## config.mk

```make
export PLATFORM = sky130hd
export DESIGN_NAME = stopwatch_counter
export DESIGN_NICKNAME = d
export VERILOG_FILES = /design/src/rtl/stopwatch_pkg.sv /design/src/rtl/stopwatch_counter_btn_debounce.sv /design/src/rtl/stopwatch_counter.sv
export SDC_FILE = /design/constraint.sdc
export NUM_CORES = 1
export LEC_CHECK = 0
export ABC_CLOCK_PERIOD_IN_PS = 3400
export BUFFER_PORTS_ARGS = -buffer_cell sky130_fd_sc_hd__buf_2
export CELL_PAD_IN_SITES_DETAIL_PLACEMENT = 0
export CELL_PAD_IN_SITES_GLOBAL_PLACEMENT = 2
export CORE_ASPECT_RATIO = 1.5
export CORE_MARGIN = 5
export CORE_UTILIZATION = 42
export DETAILED_ROUTE_END_ITERATION = 10
export GPL_ROUTABILITY_DRIVEN = 0
export HOLD_SLACK_MARGIN = 0.05
export PLACE_DENSITY = 0.85
export SKIP_LAST_GASP = 1
export SLEW_MARGIN = 15
export SYNTH_ARGS = -nofsm -noshare
export SYNTH_HDL_FRONTEND = slang
export SYNTH_HIERARCHICAL = 1
export SYNTH_SLANG_ARGS = --single-unit
```

## constraint.sdc

```tcl
create_clock -name clk -period 3.4 [get_ports clk]
set_clock_uncertainty 0.05 [all_clocks]
set_input_delay 0.34 -clock clk [delete_from_list [all_inputs] [get_ports clk]]
set_output_delay 0.34 -clock clk [all_outputs]
set_load 0.03 [all_outputs]
```

## src/rtl/stopwatch_pkg.sv

```systemverilog
// Shared stopwatch types and constants; no logic, zero latency, no backpressure.
// Count width, default wrap point, seconds-per-minute adjust step and FSM state encoding.
package stopwatch_pkg;

  localparam int COUNT_W       = 13;
  localparam int MAX_COUNT_DEF = 5999;
  localparam int SEC_PER_MIN   = 60;

  typedef enum logic [1:0] {
    IDLE  = 2'd0,
    RUN   = 2'd1,
    PAUSE = 2'd2
  } state_e;

endpackage

```

## src/rtl/stopwatch_counter_btn_debounce.sv

```systemverilog
// Button conditioner: 2-FF synchroniser, stable-level debounce counter, rising-edge press pulse.
// Press pulse lands 2 + DEBOUNCE_CYCLES cycles after a clean raw edge; no backpressure.
module btn_debounce #(
  parameter int DEBOUNCE_CYCLES = 1000000
) (
  input  logic clk,
  input  logic rst_n,
  input  logic btn_raw,
  output logic press
);

  localparam int CNT_W = (DEBOUNCE_CYCLES > 1) ? $clog2(DEBOUNCE_CYCLES) : 1;

  logic             sync1_q, sync1_d;
  logic             sync2_q, sync2_d;
  logic             level_q, level_d;
  logic             press_q, press_d;
  logic [CNT_W-1:0] cnt_q, cnt_d;

  always_comb begin
    sync1_d = btn_raw;
    sync2_d = sync1_q;
    cnt_d   = cnt_q;
    level_d = level_q;
    press_d = 1'b0;
    // Any sample agreeing with the accepted level restarts the stability window.
    if (sync2_q == level_q) begin
      cnt_d = '0;
    end else if (cnt_q == CNT_W'(DEBOUNCE_CYCLES - 1)) begin
      cnt_d   = '0;
      level_d = sync2_q;
      press_d = sync2_q;
    end else begin
      cnt_d = cnt_q + 1'b1;
    end
  end

  always_ff @(posedge clk or negedge rst_n) begin
    if (!rst_n) begin
      sync1_q <= 1'b0;
      sync2_q <= 1'b0;
      cnt_q   <= '0;
      level_q <= 1'b0;
      press_q <= 1'b0;
    end else begin
      sync1_q <= sync1_d;
      sync2_q <= sync2_d;
      cnt_q   <= cnt_d;
      level_q <= level_d;
      press_q <= press_d;
    end
  end

  assign press = press_q;

endmodule

```

## src/rtl/stopwatch_counter.sv

```systemverilog
// Stopwatch core: debounced buttons drive an IDLE/RUN/PAUSE FSM gating a 1 Hz divider and seconds count.
// Outputs registered, tick and count update together one cycle after divider terminal; STOPWATCH_ADJUST_EN adds btn_adj.
module stopwatch_counter
  import stopwatch_pkg::*;
#(
  parameter int CLK_HZ          = 100000000,
  parameter int DEBOUNCE_CYCLES = 1000000,
  parameter int MAX_COUNT       = MAX_COUNT_DEF
) (
  input  logic               clk,
  input  logic               rst_n,
  input  logic               btn_pause,
  input  logic               btn_clear,
  input  logic               btn_adj,
  input  logic               adj_sel,
  output logic [COUNT_W-1:0] count,
  output logic               running,
  output logic               tick_1hz
);

  localparam int DIV_W = (CLK_HZ > 1) ? $clog2(CLK_HZ) : 1;

  state_e             state_q, state_d;
  logic [DIV_W-1:0]   div_q, div_d;
  logic [COUNT_W-1:0] count_q, count_d;
  logic               running_q, running_d;
  logic               tick_q, tick_d;
  logic               pause_press, clear_press;

  btn_debounce #(.DEBOUNCE_CYCLES(DEBOUNCE_CYCLES)) u_db_pause (
    .clk(clk), .rst_n(rst_n), .btn_raw(btn_pause), .press(pause_press)
  );
  btn_debounce #(.DEBOUNCE_CYCLES(DEBOUNCE_CYCLES)) u_db_clear (
    .clk(clk), .rst_n(rst_n), .btn_raw(btn_clear), .press(clear_press)
  );

`ifdef STOPWATCH_ADJUST_EN
  logic             adj_press;
  logic [COUNT_W:0] adj_sum;

  btn_debounce #(.DEBOUNCE_CYCLES(DEBOUNCE_CYCLES)) u_db_adj (
    .clk(clk), .rst_n(rst_n), .btn_raw(btn_adj), .press(adj_press)
  );

  // Step is at most one minute, so a single conditional subtract completes the modulo.
  always_comb begin
    adj_sum = {1'b0, count_q} + (adj_sel ? (COUNT_W+1)'(SEC_PER_MIN) : (COUNT_W+1)'(1));
    if (adj_sum > (COUNT_W+1)'(MAX_COUNT)) begin
      adj_sum = adj_sum - (COUNT_W+1)'(MAX_COUNT + 1);
    end
  end
`else
  logic unused_adj;
  assign unused_adj = btn_adj ^ adj_sel;
`endif

  always_comb begin
    state_d = state_q;
    div_d   = div_q;
    count_d = count_q;
    tick_d  = 1'b0;

    if (state_q == RUN) begin
      if (div_q == DIV_W'(CLK_HZ - 1)) begin
        div_d   = '0;
        tick_d  = 1'b1;
        count_d = (count_q == COUNT_W'(MAX_COUNT)) ? '0 : count_q + 1'b1;
      end else begin
        div_d = div_q + 1'b1;
      end
    end

    // Priority: clear, then pause, then adjust; a same-cycle tick survives a pause.
    if (clear_press) begin
      state_d = IDLE;
      div_d   = '0;
      count_d = '0;
      tick_d  = 1'b0;
    end else if (pause_press) begin
      case (state_q)
        IDLE:    state_d = RUN;
        RUN:     state_d = PAUSE;
        PAUSE:   state_d = RUN;
        default: state_d = IDLE;
      endcase
`ifdef STOPWATCH_ADJUST_EN
    end else if (adj_press && (state_q != RUN)) begin
      count_d = adj_sum[COUNT_W-1:0];
      state_d = PAUSE;
`endif
    end

    running_d = (state_d == RUN);
  end

  always_ff @(posedge clk or negedge rst_n) begin
    if (!rst_n) begin
      state_q   <= IDLE;
      div_q     <= '0;
      count_q   <= '0;
      running_q <= 1'b0;
      tick_q    <= 1'b0;
    end else begin
      state_q   <= state_d;
      div_q     <= div_d;
      count_q   <= count_d;
      running_q <= running_d;
      tick_q    <= tick_d;
    end
  end

  assign count    = count_q;
  assign running  = running_q;
  assign tick_1hz = tick_q;

endmodule

```

==> Word-level counts from Yosys, hierarchy flattened <==
Index checks and enable logic that the tools add are counted.
{ "word_totals": {"reg_bits": 92, "input_bits": 6, "output_inout_bits": 15, "elab_cells": 58} }
{ "classes": {"addsub": 4, "eq_ne": 9, "mux": 21, "n_bitwise": 2, "reduce_logical": 7} }
{ "op_table": {"columns": ["operator", "count"], "rows": [
  ["$mux W27", 3],
  ["$mux W20", 4],
  ["$mux W13", 4],
  ["$add A20 B1 Y20 const B", 2],
  ["$eq A20 B20 Y1 const B", 2],
  ["$add A27 B1 Y27 const B", 1],
  ["$eq A27 B27 Y1 const B", 1],
  ["$add A13 B1 Y13 const B", 1],
  ["$eq A13 B13 Y1 const B", 1],
  ["$mux W1", 7],
  ["$reduce_and A2 Y1", 3],
  ["$eq A2 B1 Y1 const B", 2],
  ["$mux W2", 2],
  ["$pmux W2 S2", 1],
  ["$reduce_bool A2 Y1", 2],
  ["$eq A1 B1 Y1", 2],
  ["$eq A2 B2 Y1 const B", 1],
  ["$logic_not A2 Y1", 1],
  ["$not A1 Y1", 2],
  ["$reduce_or A2 Y1", 1]
]} }

==> Logic depth before layout (Yosys ltp) <==
Gate-level depths: netlist (run 1).
{ "logic_depth": {"depth_word": 6, "depth_mapped": 8, "depth_no_buf": 6} }

==> Hierarchy <==
The synthesis (run 1) kept the hierarchy.
{ "by_module_without_submodules": {"columns": ["mod", "instances", "cells_each", "area_each_um2", "seq_area_each_um2"], "rows": [
  ["stopwatch_counter", 1, 304, 2602.5, 1101.1],
  ["btn_debounce (u_db_pause)", 1, 110, 1137.3, 600.6],
  ["btn_debounce (u_db_clear)", 1, 116, 1136.1, 600.6]
]} }

==> Least setup slack after synthesis (run 1) <==
No wires, ideal clock.
{ "synth_path": {"path_type": "reg2reg", "startpoint": "register div_q[0]", "endpoint": "register div_q[24]", "setup_time_ns": 0.076, "arrival_ns": 1.976, "required_time_ns": 3.274, "slack_ns": 1.298, "path_stages_with_launch": 8, "path_buffers": 1, "period_less_slack_ns": 2.102, "cell_sequence": "dfrtp_1 -> ha_1 -> nand3_1 -> or2_0 -> buf_6 -> or4b_4 -> or4_1 -> o21ai_1"} }
{ "synth_via": {"elab_chain_len": 4, "elab_cells_between_ends": 5, "classes_between": "add/sub (1); eq/ne (1); mux (3)"} }
{ "synth_lines": {"columns": ["item", "line_no", "source"], "rows": [
  ["start: declaration", "stopwatch_counter.sv:24", "logic [DIV_W-1:0] div_q, div_d;"],
  ["start signal: assignment", "stopwatch_counter.sv:105", "div_q <= div_d;"],
  ["$add A27 B1 Y27 or $eq A27 B27 Y1 (tied branches)", "stopwatch_counter.sv:69, stopwatch_counter.sv:64", null],
  ["$mux W27 *", "stopwatch_counter.sv:64", "if (div_q == DIV_W'(CLK_HZ - 1)) begin"],
  ["$mux W27 *", "stopwatch_counter.sv:63", "if (state_q == RUN) begin"],
  ["$mux W27 *", "stopwatch_counter.sv:74", "if (clear_press) begin"]
]} }
Mark *: on every way between the ends. The rest lies on a longest branch, timed or not. The select of a mux whose other input is x is not followed.
A chain may end at the register's enable or synchronous reset.

==> Worst setup path in the final report (run 1) <==
{ "layout_path": {"startpoint": "register div_q[13]", "endpoint": "register div_q[17]"} }
The elaborated chain is that of the path after synthesis.

==> out/qor.yml, run 1 <==
status: "finished, final reports clean"
design_area_um2: 5430
r2r_slack_ns: 0.97
die_x_um: 98.0
clock_latency_ns: 0.34
fin_crit_ns: 2.43
peakVddDrop_v: 0.000238
crit_path_end_kind: "flip-flop"
tritoncts: "yes"
vias_per_cell: 5.52
ioPinCount: 21
dp_slack_ns: 1.01
dp_hpwl_mm: 7.51
synth_area_leader_cell: "dfrtp_1"
hp-class: "flip-flop to flip-flop"
place_area_um2: 5110
rr_startpoint: "div_q[13]"
layout.nets: 556
crit_path_start_kind: "flip-flop"
cp_slowest_cell: "a31oi_1"
p_sw_w: 0.000467
clk_path_buf_depth: 2
ys_warn_count: 6
cts_resized: 0
fin_ws_ns: 0.967
grt-ovfl-total: 0
cts_buffers: 9
p_leak_nw: 2.27
fin_tns_setup_ns: 0
grt_busiest_layer: "met2"
ys_types: 54
synth.top_cells.by_area: "dfrtp_1 (47%), nor2_1 (5.2%), xnor2_1 (4.0%)"
syn_nets: 540
layout_commonest_cell: "dfrtp_1"
finalCritPeriodShare_pct: 71.6
antenna_cells: 0
avgSynthCellArea_um2: 9.20
worst-path-max-fanout: 14
finalHoldViolCount: 0
grt_max_degree: 46
clk_pin_slew_ns: 0.07
fillers: 1108
maxCapViolCount: 0
clock-root-buffer: "clkbuf_16"
clkPwrFrac_pct: 46.0
critPathBufInv: 0
cts_max_level: 3
slew_headroom_pct: 23.6
ant_nets: 0
wirelength_mm: 10.6
cp_data_arrival_time_ns: 2.64
syn_to_final_growth_pct: 11.4
wl_per_cell_um: 15.1
core_area_um2: 11500
firstDrtPassIters: 4
synthFlopType: "dfrtp_1"
crit_chain: "and4_1 > and4_1 > a31oi_1 > o21ai_0 > a31oi_1"
fp.dieArea_um2: 13900
ys_ff_latch: 92
drc: 0
synth-async-reset-ratio_pct: 100
final-setup-viol-count: 0
ff2ff_path_depth: 5
max_freq_ghz: 0.411
met2_usage_pct: 29.5
clock_sinks: 92
synth_cells: 530
fin_hold_ws_ns: 0.302
drive_gt1_share_pct: 10.9
crit_start: "div_q[13]"
final_cell_mix: "dfrtp_1 (92), nor2_1 (68), nand2_1 (41)"
core.rowCount: 48
yosysSeqAreaShare_pct: 47.2
p_int_w: 0.00168
power_frac_seq_pct: 51.7
syn_area_um2: 4880
crit_family: "compound AO/OA/AOI/OAI gates"
power_frac_comb_pct: 2.3
max_stage_delay_ns: 0.82
powerDensity_nw_per_um2: 395
drtIter0Drc: 153
grt_pass1_vias: 3920
critPathCapture: "div_q[17]"
vias: 3873
use_met3_pct: 3.29
total_power_w: 0.00215
portBuffers: 18
start_util_pct: 42.5
swShare_pct: 21.7
regToRegEndpoint: "div_q[17]"
crit_cells: 5
tightest_slew_ns: 1.14
synth_edf_count: 0
die_y_um: 142
cp.required_ns: 3.60
grtUsageMet1_pct: 19.6
antenna_found_initial: 0
slew_violations: 0
crit_type: "flip-flop to flip-flop"
synth_top_area_share_pct: 47.2
grt_pass1_wl_mm: 18.8
grt_util_all_layers_pct: 16.4
rsz0062_at_grt: "no"
==> power by group through the flow <==
stage,sequential (W),clock (W),combinational [W]
3_3_place_gp,0.00113,0,0.0000482
4_1_cts,0.00111,0.00102,0.0000520
2_1_floorplan,0.00113,0,0.0000171
6_report,0.00111,0.000989,0.0000485
3_5_place_dp,0.00113,0,0.0000490
5_1_grt,0.00111,0.00107,0.0000592
==> per-layer routing <==
layer / part of all wire [%] / routed length [µm] / up-vias
met2: 53 / 5660 / 42
li1: - / - / 1944
met5: 0 / 0 / -
met4: 1.4 / 150 / 0
met1: 43 / 4510 / 1877
met3: 2.5 / 265 / 10
==> final cells by class <==
type	count	area (µm²)	share of cell area (%)
Sequential cell	92	2300	42.4
Multi-Input combinational cell	398	2410	44.3
Inverter	16	60.1	1.11
Clock buffer	9	225	4.14
Tap cell	150	188	3.45
Clock inverter	7	67.6	1.24
Timing Repair Buffer	29	183	3.36
==> worst min-delay path by stage <==
stage                       start            endpoint  slack [ns]  cells past startpoint
2_1_floorplan               rst_n            count[0]      -0.006                      0
5_1_grt        u_db_clear/sync1_q  u_db_clear/sync2_q        0.32                      0
3_3_place_gp   u_db_clear/sync1_q  u_db_clear/sync2_q        0.29                      0
6_report       u_db_clear/sync1_q  u_db_clear/sync2_q        0.30                      0
3_5_place_dp   u_db_clear/sync1_q  u_db_clear/sync2_q        0.29                      0
4_1_cts        u_db_clear/sync1_q  u_db_clear/sync2_q        0.30                      0
==> state kept, by name, indices dropped and copies added, names as in the netlist, 2 cells and up <==
name,flops
count,13
div_q,27
state_q,2
u_db_clear/cnt_q,20
u_db_pause/cnt_q,20
==> per-stage QoR <==
step / instances / util [%]
final: 701 / 47.4
after global routing: 701 / 47.4
after CTS: 701 / 47.4
after global placement: 682 / 44.6
after floorplan: 530 / -
after detailed placement: 682 / 44.6
==> worst reg2reg max path, stage by stage, from the launching register on <==
cell and delay, ns:
dfrtp_1 0.48, and4_1 0.29, and4_1 0.26, a31oi_1 0.82, o21ai_0 0.22, a31oi_1 0.23
==> synthesized netlist by cell type (5+ instances only) <==
cell type / instances
or4_1: 12
o31ai_1: 9
nand2_1: 41
nor3_1: 18
mux2i_1: 5
nand4_1: 26
xor2_1: 15
nand2b_1: 6
xnor2_1: 22
nand3_1: 31
clkbuf_1: 17
a21oi_1: 25
and3_1: 12
a31oi_1: 11
nor4_1: 13
nor2_1: 68
dfrtp_1: 92
or3_1: 9
o21ai_0: 18
inv_1: 16
==> what timing repair did <==
action	in CTS	in global routing
setup buffers	0	0
hold endpoints to repair	45	0
hold buffers	3	0
==> cell families after synthesis <==
logic type	share of synthesized area, %
and+or+nand+nor	29.7
DFF	47.2
AOI/OAI and AO/OA	10.3
buffers and inverters	3.39
xor gates and xnor gates	6.65
muxes	1.72
adders and majority gates	1.03
(Power assumes the default switching activity.)
==> run 2, diff against run 1 <==
ABC_CLOCK_PERIOD_IN_PS = 2000   (was 3400)
CORE_UTILIZATION = 35   (was 42)
PLACE_DENSITY = 0.76   (was 0.85)
clock period = 2 ns   (was 3.4 ns; I/O delays follow)
==> run 2 against run 1 <==
First-iteration DRC count fell by 39%. Largest cell class unchanged. Critical endpoint is now div_q[24]. The flow now finishes with violations (setup timing). Sequential share of layout area decreased by 4.9 points. Utilization down 2.1 points. Die area up 18%. Power rose by 86%. Final cell count grew 12%. Sequential power up 69%.
==> out/qor.yml, run 2 (synthesis gave the netlist of run 1 again) <==
status: "finished with violations"
violations: "setup timing"
vias: 4182  # +8.0%
drc: 0  # unchanged
drive_gt1_share_pct: 24.4  # +14 points
tritoncts: "yes"
grt-ovfl-total: 0  # unchanged
syn_to_final_growth_pct: 26.3
crit_type: "flip-flop to flip-flop"
wl_per_cell_um: 15.2  # +0.81%
fillers: 1351  # +22%
dp_hpwl_mm: 8.60  # +14%
total_power_w: 0.00399  # +86%
vias_per_cell: 5.33  # -3.6%
fp.dieArea_um2: 16400  # +18%
p_leak_nw: 2.70  # +19%
core.rowCount: 52  # +8.3%
maxCapViolCount: 0  # unchanged
wl_met2_mm: 6.26  # +11%
clock_sinks: 92  # unchanged
final_cell_mix: "dfrtp_1 (91), buf_4 (79), nor2_1 (68)"
ant_nets: 0  # unchanged
fin_crit_ns: 2.06  # -0.370 ns
fin_hold_ws_ns: 0.300  # -0.00268 ns
powerDensity_nw_per_um2: 649  # +64%
antenna_cells: 0  # unchanged
cp.required_ns: 2.23  # -1.37 ns
worst-path-max-fanout: 4  # -10
top_register: "div_q"
wirelength_mm: 12.0  # +13%
die_y_um: 155  # +8.9%
seq_area_um2: 2300  # about the same
hp-class: "input port to asynchronous set/reset pin"
fin_ws_ns: -0.0625  # -1.03 ns
grt_pass1_vias: 4388  # +12%
cts_buffers: 9  # unchanged
clk_path_buf_depth: 2  # unchanged
reg_top3: "div_q (27), u_db_clear/cnt_q (20), u_db_pause/cnt_q (20)"
crit_path_end_kind: "flip-flop"
crit_path_start_kind: "flip-flop"
cp_data_arrival_time_ns: 2.29  # -0.35 ns
die_x_um: 106  # +8.6%
highest_layer: "met4"
finalCritPeriodShare_pct: 103  # +32 points
portBuffers: 18  # unchanged
finalHoldViolCount: 0  # unchanged
dp_cells: 760  # +11%
clk_pin_slew_ns: 0.08  # about the same
ioPinCount: 21  # unchanged
grt_max_degree: 38  # -17%
clock_latency_ns: 0.35  # about the same
layout_commonest_cell: "dfrtp_1"
rsz0062_at_grt: "yes"
core_area_um2: 13600  # +19%
multi_input_area_um2: 2510  # +4.3%
route.met3.wl_um: 180  # -32%
grt_util_all_layers_pct: 15.4  # -1.0 points
clock-root-buffer: "clkbuf_16"
drtIter0Drc: 93  # -39%
cts_max_level: 3  # unchanged
largest_reg_flops: 27  # unchanged
tightest_slew_ns: 0.567  # -0.573 ns
wl_met1_mm: 5.27  # +17%
start_util_pct: 35.9  # -6.6 points
slew_violations: 0  # unchanged
layout.nets: 628  # +13%
grt_pass1_wl_mm: 20.6  # +9.6%
peakVddDrop_v: 0.000471  # +98%
fin_cells: 785  # +12%
slew_headroom_pct: 61.9  # +38 points
antenna_found_initial: 0  # unchanged
final-setup-viol-count: 2  # +2
max_freq_ghz: 0.485  # +18%
firstDrtPassIters: 4  # unchanged
run 2: cell count changes in the layout (fill, tap and decap cells not counted), moves of 3 or more:
cell	before	now
or4_1	12	9
inv_6	0	3
buf_4	9	79
clkinvlp_4	3	0
nor4_2	1	4
clkinv_2	3	0
nor4_1	13	8
or4_4	0	3
run 2: timing repair:
item                                   4_1_cts  5_1_grt
hold buffers                                 3        0
endpoints found under the hold margin       36        0
setup buffers                                1        4
setup endpoints to repair                   11       23
cloned                                       0        1
pin swaps                                    1        6
gates resized for setup                      6       18
run 2: cell type report:
type                    instances  share of cell area, %
multi-input cells             398                   40.8
well taps                     162                   3.29
flip-flops and latches         92                   37.4
inverters                      16                  0.976
clock buffers                  10                   3.72
repair buffers                101                   11.9
clock inverters                 6                   1.89
run 2: worst paths after layout:
path | from | endpoint | slack [ns] | cells past startpoint
setup / recovery | div_q[0] | div_q[24] | -0.06 | 6
min in group clk | u_db_pause/sync1_q | u_db_pause/sync2_q | 0.30 | 0
hold / removal | rst_n | count[9] | 0.30 | 2
max in group asynchronous | rst_n | u_db_pause/cnt_q[18] | 1.00 | 3
setup reg to reg | div_q[0] | div_q[24] | -0.06 | 6
hold reg to reg | u_db_pause/sync1_q | u_db_pause/sync2_q | 0.30 | 0
run 2: power by group:
part / internal (W) / total (W) / switching, W
Combinational: 0.0000354 / 0.000102 / 0.0000670
Sequential: 0.00187 / 0.00188 / 0.0000104
Clock: 0.00124 / 0.00201 / 0.000771
Total: 0.00315 / 0.00399 / 0.000849
run 2: per-layer routing:
| metal | global-route usage [%] | vias up |
|---|---|---|
| met2 | 28.0 | 26 |
| met1 | 18.0 | 2051 |
| li1 | - | 2090 |
| met3 | 2.09 | 15 |
| met5 | 0 | - |
| met4 | 6.23 | 0 |
run 2: per-stage QoR:
step	utilization (%)	area (µm²)	setup TNS [ns]	setup slack [ns]
final	45.3	6160	-0.0630	-0.0625
after global routing	45.3	6160	-0.570	-0.134
after CTS	44.4	6030	-0.0631	-0.0363
after detailed placement	41.5	5640	-0.265	-0.0655
after global placement	41.5	5640	-0.0185	-0.0185
after floorplan	-	4880	-0.102	-0.102
run 2: critical path: stages (launching register included):
cell and delay [ns]:
dfrtp_1 0.36, ha_2 0.19, nand3_2 0.09, or2_4 0.28, or4b_4 0.54, or4_4 0.43
o21ai_2 0.06
==> run 3, diff against run 2 <==
SETUP_SLACK_MARGIN = 0.3   (was unset)
==> run 3 against run 2 <==
The run now ends clean. Final cell count is 4.6% higher. Via count up 8.6%. Register-to-register slack gained 0.09 ns. Final area up 16%. Maximum frequency increased by 4.5%. Wire length up 13%. Sequential power about the same. Critical path depth did not move. Largest cell class unchanged. Largest power group is now sequential cells.
==> out/qor.yml, run 3 (synthesis gave the netlist of run 1 again) <==
status: "finished, final reports clean"
fin_crit_ns: 1.97  # -0.0893 ns
layout.nets: 664  # +5.7%
layout_commonest_cell: "buf_4"
tritoncts: "yes"
clk_path_buf_depth: 2  # unchanged
grt-ovfl-total: 0  # unchanged
slew_violations: 0  # unchanged
grt_pass1_vias: 4619  # +5.3%
clock_sinks: 92  # unchanged
vias: 4541  # +8.6%
dp_hpwl_mm: 8.45  # -1.7%
start_util_pct: 35.9  # unchanged
ff2ff_path_depth: 6  # unchanged
portBuffers: 18  # unchanged
power_frac_comb_pct: 4.3  # +1.7 points
grt_util_all_layers_pct: 16.6  # +1.2 points
p_leak_nw: 2.97  # +9.9%
tightest_slew_ns: 0.458  # -0.109 ns
ant_nets: 0  # unchanged
fin_hold_ws_ns: 0.142  # -0.158 ns
wl_per_cell_um: 16.5  # +8.5%
grt_max_degree: 62  # +63%
finalHoldViolCount: 0  # unchanged
cp.required_ns: 2.22  # about the same
clock-root-buffer: "clkbuf_16"
clkPwrFrac_pct: 47.0  # -3.3 points
ioPinCount: 21  # unchanged
r2r_slack_ns: 0.03  # +0.09 ns
cp_data_arrival_time_ns: 2.19  # -0.10 ns
die_x_um: 106  # unchanged
largest_reg_flops: 27  # unchanged
dp_slack_ns: -0.0398  # +0.0257 ns
power_frac_seq_pct: 48.7  # +1.5 points
rr_startpoint: "div_q[0]"
maxCapViolCount: 0  # unchanged
top_register: "div_q"
final-setup-viol-count: 0  # -2
antenna_cells: 0  # unchanged
rsz0062_at_grt: "yes"
p_int_w: 0.00295  # -6.3%
final_cell_mix: "buf_4 (85), dfrtp_1 (82), nand2_1 (40)"
cts_buffers: 9  # unchanged
swShare_pct: 24.0  # +2.7 points
core_area_um2: 13600  # unchanged
syn_to_final_growth_pct: 46.2
drive_gt1_share_pct: 42.9  # +19 points
grt_pass1_wl_mm: 22.3  # +8.2%
hp-class: "input port to asynchronous set/reset pin"
regToRegEndpoint: "div_q[24]"
core.rowCount: 52  # unchanged
total_power_w: 0.00388  # -3.0%
p_sw_w: 0.000929  # +9.5%
fin_ws_ns: 0.0268  # +0.0893 ns
firstDrtPassIters: 6  # +2
wl_met1_mm: 5.38  # +2.0%
worst-path-max-fanout: 3  # -1
peakVddDrop_v: 0.000388  # -18%
drc: 0  # unchanged
die_y_um: 155  # unchanged
slew_headroom_pct: 69.3  # +7.5 points
reg_top3: "div_q (27), u_db_clear/cnt_q (20), u_db_pause/cnt_q (20)"
crit_type: "flip-flop to flip-flop"
finalCritPeriodShare_pct: 98.7  # -4.5 points
drtIter0Drc: 148  # +59%
powerDensity_nw_per_um2: 544  # -16%
fillers: 1256  # -7.0%
crit_path_end_kind: "flip-flop"
wirelength_mm: 13.6  # +13%
clk_pin_slew_ns: 0.07  # about the same
max_freq_ghz: 0.507  # +4.5%
clock_latency_ns: 0.35  # about the same
highest_layer: "met4"
crit_path_start_kind: "flip-flop"
wl_met2_mm: 7.46  # +19%
route.met3.wl_um: 309  # +72%
vias_per_cell: 5.53  # +3.8%
utilization_pct: 52.4  # +7.1 points
antenna_found_initial: 0  # unchanged
fp.dieArea_um2: 16400  # unchanged
cts_max_level: 3  # unchanged
-- run 3: cell count changes in the layout (fill, tap and decap cells not counted), moves of 11 or more --
cell / delta
nor2_2: +21
nor2_1: -36
a21oi_2: +11
buf_6: +28
nor2_4: +15
a21oi_1: -11
-- run 3: final cells by class --
type	instances	area [µm²]	area share (%)
clock buffers	9	225	3.16
clock inverters	7	92.6	1.30
inverters	16	60.1	0.843
multi-input cells	399	3100	43.5
flip-flops and latches	92	2310	32.5
well taps	162	203	2.84
repair buffers	136	1130	15.8
-- run 3: timing repair --
action	4_1_cts	5_1_grt
resized for setup	69	97
pin swaps	49	54
endpoints found under the hold margin	94	0
setup endpoints to repair	75	78
cloned	4	2
buffers inserted	43	12
hold buffers	3	0
-- run 3: per-layer routing --
metal / vias to the layer above / track usage, %
met4: 0 / 8.27
met1: 2267 / 18.9
met5: - / 0
met2: 68 / 30.3
li1: 2177 / -
met3: 29 / 1.58
-- run 3: worst max-delay path by stage --
| stage | end | cells after the start | start | slack, ns |
|---|---|---|---|---|
| finish | div_q[24] | 6 | div_q[0] | 0.03 |
| detailed placement | div_q[24] | 6 | div_q[0] | -0.04 |
| CTS | div_q[24] | 6 | div_q[0] | 0.002 |
| global route | count[3] | 9 | div_q[9] | -0.03 |
| floorplan | div_q[24] | 7 | div_q[0] | -0.10 |
| global placement | div_q[24] | 6 | div_q[0] | -0.01 |
-- run 3: power groups by stage --
stage	clock network, W	registers [W]	logic, W
2_1_floorplan	0	0.00192	0.0000329
3_3_place_gp	0	0.00192	0.0000923
3_5_place_dp	0	0.00192	0.0000950
4_1_cts	0.00187	0.00189	0.000138
5_1_grt	0.00195	0.00189	0.000185
6_report	0.00182	0.00189	0.000166
-- run 3: critical path, cell delays in order, from the launching register on --
cell and delay [ns]:
dfrtp_1 0.35, ha_2 0.19, nand3_2 0.08, or2_4 0.24
or4b_4 0.48, or4_1 0.40, o21ai_1 0.10
-- run 3: per-stage QoR --
step / TNS, ns / cells / area (µm²)
6_report: 0 / 821 / 7130
5_1_grt: -0.146 / 821 / 7130
4_1_cts: 0 / 807 / 6660
3_5_place_dp: -0.0607 / 741 / 5630
3_3_place_gp: -0.0127 / 741 / 5630
2_1_floorplan: -0.102 / 530 / 5070
